===== config.mk =====
export PLATFORM = sky130hd
export DESIGN_NAME = reg_file_8x16
export DESIGN_NICKNAME = d
export VERILOG_FILES = /design/src/rtl/reg_file_8x16_pkg.sv /design/src/rtl/reg_file_8x16_reg_cell.sv /design/src/rtl/reg_file_8x16.sv
export SDC_FILE = /design/constraint.sdc
export NUM_CORES = 1
export LEC_CHECK = 0
export CAP_MARGIN = 20
export CORE_ASPECT_RATIO = 2
export CORE_MARGIN = 2
export CORE_UTILIZATION = 53
export CTS_BUF_LIST = sky130_fd_sc_hd__clkbuf_16
export DETAILED_ROUTE_END_ITERATION = 10
export PLACE_DENSITY = 0.76
export SLEW_MARGIN = 20
export SYNTH_ARGS = -nofsm -noshare
export SYNTH_HDL_FRONTEND = slang
export SYNTH_HIERARCHICAL = 1
export SYNTH_SLANG_ARGS = --single-unit

===== constraint.sdc =====
create_clock -name CLK -period 2.3 [get_ports CLK]
set_input_delay 0.345 -clock CLK [delete_from_list [all_inputs] [get_ports CLK]]
set_output_delay 0.345 -clock CLK [all_outputs]
set_load 0.01 [all_outputs]

===== src/rtl/reg_file_8x16_pkg.sv =====
// Shared CPU package for the 8-entry register file.
// Holds the default data width, register count, index width and the width
// of the pending-count output, plus a population-count helper.
package reg_file_8x16_pkg;

  localparam int DATA_W   = 16;  // default register / data-port width
  localparam int NUM_REGS = 8;   // R0..R7
  localparam int IDX_W    = 3;   // register index width
  localparam int PCNT_W   = 4;   // enough for 0..7 pending registers

  // Number of set bits in a pending vector.
  function automatic logic [PCNT_W-1:0] popcount(input logic [NUM_REGS-1:0] v);
    logic [PCNT_W-1:0] cnt;
    cnt = '0;
    for (int i = 0; i < NUM_REGS; i++) begin
      cnt = cnt + PCNT_W'(v[i]);
    end
    return cnt;
  endfunction

endpackage


===== src/rtl/reg_file_8x16_reg_cell.sv =====
// reg_cell: one WIDTH-bit storage register with load enable and
// asynchronous active-high reset.
// Ports:
//   clk_i  - clock, loads on rising edge
//   rst_i  - asynchronous active-high reset, clears the register
//   en_i   - load enable
//   d_i    - data to load
//   q_o    - current register contents
module reg_cell #(
  parameter int WIDTH = 16
) (
  input  logic             clk_i,
  input  logic             rst_i,
  input  logic             en_i,
  input  logic [WIDTH-1:0] d_i,
  output logic [WIDTH-1:0] q_o
);

  logic [WIDTH-1:0] data_q;
  logic [WIDTH-1:0] data_d;

  always_comb begin
    data_d = data_q;
    if (en_i) data_d = d_i;
  end

  always_ff @(posedge clk_i or posedge rst_i) begin
    if (rst_i) data_q <= '0;
    else       data_q <= data_d;
  end

  assign q_o = data_q;

endmodule


===== src/rtl/reg_file_8x16.sv =====
// reg_file_8x16: eight-entry register file (R0 hardwired to zero) with two
// combinational read ports and a pending-writer scoreboard.
// Optional build macro: REGFILE_BYPASS_EN -- when defined, a write-back in
// the current cycle is forwarded to a read port addressing the same register
// and that port's busy flag is forced low.
// Ports:
//   CLK          - clock, all state updates on rising edge
//   RST          - asynchronous active-high reset
//   WE/WA/WD     - write-back enable, index, data (also retires pending[WA])
//   ISSUE/IA     - marks register IA as having an in-flight writer
//   RA/RB        - read indices for ports A/B
//   OUTA/OUTB    - read data for ports A/B
//   BUSYA/BUSYB  - addressed register is pending
//   PCNT         - registered count of pending registers
module reg_file_8x16
  import reg_file_8x16_pkg::*;
#(
  parameter int WIDTH = DATA_W
) (
  input  logic              CLK,
  input  logic              RST,
  input  logic              WE,
  input  logic [IDX_W-1:0]  WA,
  input  logic [WIDTH-1:0]  WD,
  input  logic              ISSUE,
  input  logic [IDX_W-1:0]  IA,
  input  logic [IDX_W-1:0]  RA,
  input  logic [IDX_W-1:0]  RB,
  output logic [WIDTH-1:0]  OUTA,
  output logic [WIDTH-1:0]  OUTB,
  output logic              BUSYA,
  output logic              BUSYB,
  output logic [PCNT_W-1:0] PCNT
);

  logic [WIDTH-1:0]    regs [NUM_REGS];
  logic [NUM_REGS-1:0] pending_q;
  logic [NUM_REGS-1:0] pending_d;
  logic [PCNT_W-1:0]   pcnt_q;
  logic                wr_ok;
  logic                iss_ok;

  assign wr_ok  = WE && (WA != '0);
  assign iss_ok = ISSUE && (IA != '0);

  // ---------------- storage ----------------
  assign regs[0] = '0;

  for (genvar g = 1; g < NUM_REGS; g++) begin : g_cell
    logic cell_en;
    assign cell_en = wr_ok && (WA == IDX_W'(g));
    reg_cell #(.WIDTH(WIDTH)) u_cell (
      .clk_i (CLK),
      .rst_i (RST),
      .en_i  (cell_en),
      .d_i   (WD),
      .q_o   (regs[g])
    );
  end

  // ---------------- scoreboard ----------------
  // Retire first, then set: an issue to the same index as a write-back
  // leaves the bit set because the new writer is still outstanding.
  always_comb begin
    pending_d = pending_q;
    if (wr_ok)  pending_d[WA] = 1'b0;
    if (iss_ok) pending_d[IA] = 1'b1;
    pending_d[0] = 1'b0;
  end

  always_ff @(posedge CLK or posedge RST) begin
    if (RST) begin
      pending_q <= '0;
      pcnt_q    <= '0;
    end else begin
      pending_q <= pending_d;
      pcnt_q    <= popcount(pending_d);
    end
  end

  assign PCNT = pcnt_q;

  // ---------------- read ports ----------------
`ifdef REGFILE_BYPASS_EN
  // Forwarding is gated by RST so reset always presents zero outputs.
  logic hit_a;
  logic hit_b;
  assign hit_a = wr_ok && !RST && (WA == RA);
  assign hit_b = wr_ok && !RST && (WA == RB);
  assign OUTA  = hit_a ? WD : regs[RA];
  assign OUTB  = hit_b ? WD : regs[RB];
  assign BUSYA = pending_q[RA] && !hit_a;
  assign BUSYB = pending_q[RB] && !hit_b;
`else
  assign OUTA  = regs[RA];
  assign OUTB  = regs[RB];
  assign BUSYA = pending_q[RA];
  assign BUSYB = pending_q[RB];
`endif

endmodule


# ---- After elaboration in Yosys (flattened, before gate mapping)
# Index checks and enable logic that the tools add are counted.
dict set report word_totals {
  register_bits 123
  input_bits 32
  output_inout_bits 38
  elab_cells 64
}
dict set report classes {
  add_sub_neg 6
  magnitude_cmp 8
  eq_ne 7
  mux 16
  bitwise_logic 5
  n_reduce_logical 13
}
# operator n
set ops {}
lappend ops {{binary-select mux 16 bit (select 3 bit)} 2}
lappend ops {{two-way mux 16 bit} 4}
lappend ops {{< comparator 3 x 4 -> 1 bit, second input constant} 4}
lappend ops {{two-way mux 8 bit} 2}
lappend ops {{adder 4 x 1 -> 4 bit} 3}
lappend ops {{equality test 3 bit, second input constant} 4}
lappend ops {{logical AND 1 bit} 11}
lappend ops {{AND 8 bit} 1}
lappend ops {{greater-or-equal comparator 4 bit, second input constant} 2}
lappend ops {{NOT 3 -> 4 bit} 2}
lappend ops {{NOT 8 bit} 1}
lappend ops {{bitwise OR 8 bit} 1}
lappend ops {{binary-select mux 1 bit (select 3 bit)} 2}
lappend ops {{demux 1 bit (select 3 bit)} 2}
lappend ops {{equality test 3 x 2 -> 1 bit, second input constant} 2}
lappend ops {{greater-or-equal comparator 3 x 1 -> 1 bit, second input constant} 2}
lappend ops {{nonzero test 3 bit} 2}
lappend ops {{adder 3 x 1 -> 4 bit} 1}
lappend ops {{two-way mux 1 bit} 4}
lappend ops {{adder 2 x 1 -> 3 bit} 1}
lappend ops {{equality test 3 x 1 -> 1 bit, second input constant} 1}
lappend ops {{adder 1 x 1 -> 2 bit} 1}

# ---- Depth between registers and ports, before layout
dict set report logic_depth {
  ltp_word 15
  mapped_depth 10
  ltp_nobuf 10
}

# ---- Modules after synthesis
# Netlist, hierarchy kept.
# module n_inst cells_per_inst area_each_um2 seq_area_each_um2
set modules_own_cells {}
lappend modules_own_cells {reg_cell 7 35 653.1 400.4}
lappend modules_own_cells {reg_file_8x16 1 287 2819.0 250.2}

# ---- Worst setup path before layout
# OpenSTA, ideal clock, no wires.
dict set report synth_timing {
  kind {input -> register}
  from {input port IA[1]}
  to {register pcnt_q[1], in the netlist PCNT[1]}
  setup_time_ns 0.136
  t_arrival_ns 2.787
  t_required_ns 2.164
  slack_ns -0.623
  path_stages 10
  n_path_buf 1
  path_cell_list {clkbuf_1 > nor2_1 > a22oi_1 > fa_1 > inv_1 > fa_1 > inv_1 > fa_1 > inv_1 > fa_1}
}
dict set report synth_between {
  elab_chain_cells 12
  elab_cells_between_ends 15
  classes_between {add/sub (6); order compare (2); mux (3); bitwise (1); reduce/logical (3)}
}
# item line
set synth_rtl {}
lappend synth_rtl {{from (decl)} reg_file_8x16.sv:26} ;# input logic [IDX_W-1:0] IA,
lappend synth_rtl {{< comparator 3 x 4 -> 1 bit (implied by the code) / greater-or-equal comparator 3 x 1 -> 1 bit (equally long branches)} reg_file_8x16.sv:67} ;# if (iss_ok) pending_d[IA] = 1'b1;
lappend synth_rtl {{logical AND 1 bit (implied by the code)} reg_file_8x16.sv:67}
lappend synth_rtl {{two-way mux 1 bit (implied by the code)} reg_file_8x16.sv:67}
lappend synth_rtl {{demux 1 bit (select 3 bit)} reg_file_8x16.sv:67}
lappend synth_rtl {{bitwise OR 8 bit (no source line)} --}
lappend synth_rtl {{two-way mux 8 bit *} reg_file_8x16.sv:67}
lappend synth_rtl {{adder 1 x 1 -> 2 bit} reg_file_8x16_pkg.sv:16} ;# cnt = cnt + PCNT_W'(v[i]);
lappend synth_rtl {{adder 2 x 1 -> 3 bit} reg_file_8x16_pkg.sv:16}
lappend synth_rtl {{adder 3 x 1 -> 4 bit} reg_file_8x16_pkg.sv:16}
lappend synth_rtl {{adder 4 x 1 -> 4 bit (2 in a row)} reg_file_8x16_pkg.sv:16}
lappend synth_rtl {{adder 4 x 1 -> 4 bit *} reg_file_8x16_pkg.sv:16}
lappend synth_rtl {{to (signal assigned)} reg_file_8x16.sv:77} ;# pcnt_q <= popcount(pending_d);
lappend synth_rtl {{to (decl)} reg_file_8x16.sv:39} ;# logic [PCNT_W-1:0] pcnt_q;
# Every way passes the cells marked *; elsewhere a longest branch is shown, timed or not.
# A chain may end at the register's enable or synchronous reset.

# ---- Worst setup path in the final report
# Ends and elaborated chain as after synthesis.

==> metrics.md <==
| Metric | Value |
|---|---|
| IO Count | `70` |
| Total negative slack | `-0.444 ns` |
| Part of the power in registers | `39.0%` |
| Worst-Skew Late Latency | `between 0.4 and 0.5 ns` |
| Worst slack, placed | `-1.06 ns` |
| Pleak | `4.21 nW` |
| Fin worst setup slack | `-0.285 ns` |
| Post-synth top flop | `dfrtp_1` |
| Largest net degree at the start of global routing | `28` |
| Failing checks | `negative setup slack` |
| Fraction of layout cells with a size suffix above 1 | `between 40% and 50%` |
| CTS Sinks | `122` |
| Worst-path clk slew | `0.06 ns` |
| Crit start category | `primary input` |
| Combinational share of power | `27.6%` |
| First-pass GRT wire length | `31.9 mm` |
| Max-cap viol count | `0` |
| Synthesized area per cell | `13.9 sq um` |
| Async S/R FF share, synth | `100%` |
| Number of synthesized register bits | `122` |
| Synthesized Nets | `568` |
| Sequential share of the synthesized area | `between 40% and 50%` |
| Die W | `between 80 and 90 um` |
| Peak supply drop | `0.565 mV` |
| Int Pwr | `5.51 mW` |
| Synth Warn # | `6` |
| H-tree depth | `4` |
| Final worst path period need | `around 2.6 ns` |
| Fin. max-slew vios | `0` |
| Drt drc | `0` |
| Synth Cell Area | `7390 sq um` |
| Crit end category | `register` |
| Post-DR wirelength/cell | `25.1 um` |
| Commonest non-fill, non-tap cell in the layout | `dfrtp_1` |
| Floorplan core area | `13700 sq um` |
| Area grow syn2layout | `25.1%` |
| Number of CTS-inserted buffers | `17` |
| Number of port buffers | `68` |
| Area of the die | `15000 sq um` |
| Final core utilization | `67.3%` |
| Clk pwr share | `~33%` |
| Via count | `roughly 5300` |
| PwrDens | `851 nW/um^2` |
| Most frequent cells in the layout | `dfrtp_1 (122), mux2_4 (82), buf_4 (68), mux2_2 (54), mux2i_1 (51)` |
| Yosys cell types | `38` |
| Sw Pwr | `2.35 mW` |
| Synth Instances | `between 500 and 600` |
| Initial Util | `~54%` |
| Drt total wl | `20.7 mm` |
| First-pass DRT Iterations | `5` |
| TritonCTS clock tree | `yes` |
| CP max FO | `5` |
| Overflow after GRT | `0` |
| CTS max path bufs | `2` |
| # setup viols final | `3` |
| Fmax | `387 MHz` |
| Fill cell count | `964` |
| Fin nets | `689` |
| Final Skew | `0.00618 ns` |
| Final Cell Area | `9240 sq um` |
| Inserted Diodes | `0` |
| CP Class | `primary input to register` |
| Final hold vios | `0` |
| Post-synth EDFFs | `0` |
| Hold Buf Count CTS | `0` |
| Outcome | `finished, violations left` |
| Tot GR Track Use | `between 20% and 30%` |
| Reg area | `a little over 3000 sq um` |
| Post-Place Cell Area | `8550 sq um` |
| Worst path arrival time | `around 2.9 ns` |
| Area taken by multi-input logic gates | `just under 4000 sq um` |
| GP Congestion | `between 0.8 and 0.9` |
| WP data required | `roughly 2.6 ns` |
| Antenna Nets Post-Route | `0` |
| Tcrit/Tclk final | `112%` |
| RSZ-0062 raised after global routing | `yes` |
| Root buf cell | `clkbuf_16` |
| DIE HEIGHT | `171 um` |
| Dpl hpwl | `between 10 and 15 mm` |
| Vias per cell | `6.42` |
| Vias in the first global route | `5695` |
| HP Class | `primary input to register` |
| Rows | `61` |
| Starting DRT DRC Count | `370` |
| Initial antenna violation count | `0` |
| Switching share of power | `29.9%` |
| Total power | `7.87 mW` |
-- through the flow --
stage,hold slack [ns],cells
finish,0.256,823
global route,0.268,823
CTS,0.291,822
detailed placement,0.513,790
global placement,0.505,790
floorplan,0.185,532
-- path summary, 6_finish.rpt --
check                                   startpoint                      end  slack, ns  cells past startpoint
max                                          IA[1]                  PCNT[1]      -0.29                      9
min                                          WA[1]             pending_q[4]       0.26                      3
max reg2reg                           pending_q[4]                  PCNT[1]      -0.27                      9
min reg2reg                g_cell[5].u_cell/q_o[4]  g_cell[5].u_cell/q_o[4]       0.53                      1
max in group asynchronous                      RST  g_cell[6].u_cell/q_o[3]       1.30                      3
min in group asynchronous                      RST             pending_q[7]       0.44                      2
-- flip-flops by register name, summed over array words and instances (netlist names) --
name               count
g_cell.u_cell/q_o    112
pending_q              7
PCNT                   3
-- synth_stat cells, drive strengths merged, types with 4 or more instances --
cell type  number  area (sq um)
o21ai           4          20.0
buf            46           520
a221oi         51           547
fa              4          80.1
mux2          146          1950
a211oi         17           128
nand2           5          18.8
dfrtp         122          3050
inv            18          67.6
a311oi         17           149
nor2b          20           140
clkbuf          6          27.5
mux2i          51           510
-- repair_timing --
action / CTS / global route
pin swaps: 4 / 4
endpoints found under the setup margin: 31 / 17
resized for setup: 50 / 25
setup buffers: 0 / 1
-- layer usage --
layer | global-route usage, % | share of wire, %
met5 | 0 | 0
met4 | 11.2 | 2.5
met1 | 34.6 | 40
met3 | 6.37 | 5.2
met2 | 48.5 | 53
-- kinds of logic (layout without fill, tap and decap cells) --
group,after synthesis,after routing,share of synthesized area (%)
AO/OA/AOI/OAI,100,100,12.7
adder cells (fa/ha/maj),4,4,1.08
buffers and inverters,70,204,8.33
flip-flops,122,122,41.3
multiplexers,197,197,33.3
other,1,1,0.0507
AND/OR/NAND/NOR,38,38,3.20
-- area by class of cell --
class | instances | area share, %
clock buffer | 17 | 4.60
clock inverter | 15 | 1.64
inverter | 18 | 0.731
multi-input combinational | 340 | 41.9
sequential | 122 | 33.0
tap | 157 | 2.13
timing repair buffer | 154 | 16.0
-- power groups by stage --
stage	registers [mW]	clock network (mW)	logic (mW)
detailed placement	3.06	0	2.17
floorplan	2.95	0	1.47
global route	3.12	2.74	2.33
global placement	3.03	0	2.09
CTS	3.05	2.64	2.15
finish	3.07	2.62	2.17
-- worst max-delay path: stages --
cell	delay [ns]
dlygate4sd2_1	0.32
o31a_1	0.35
fa_1	0.51
inv_1	0.05
fa_1	0.48
inv_1	0.05
fa_2	0.33
inv_2	0.06
fa_1	0.39
Note: power is estimated with default switching activity, not from simulation.
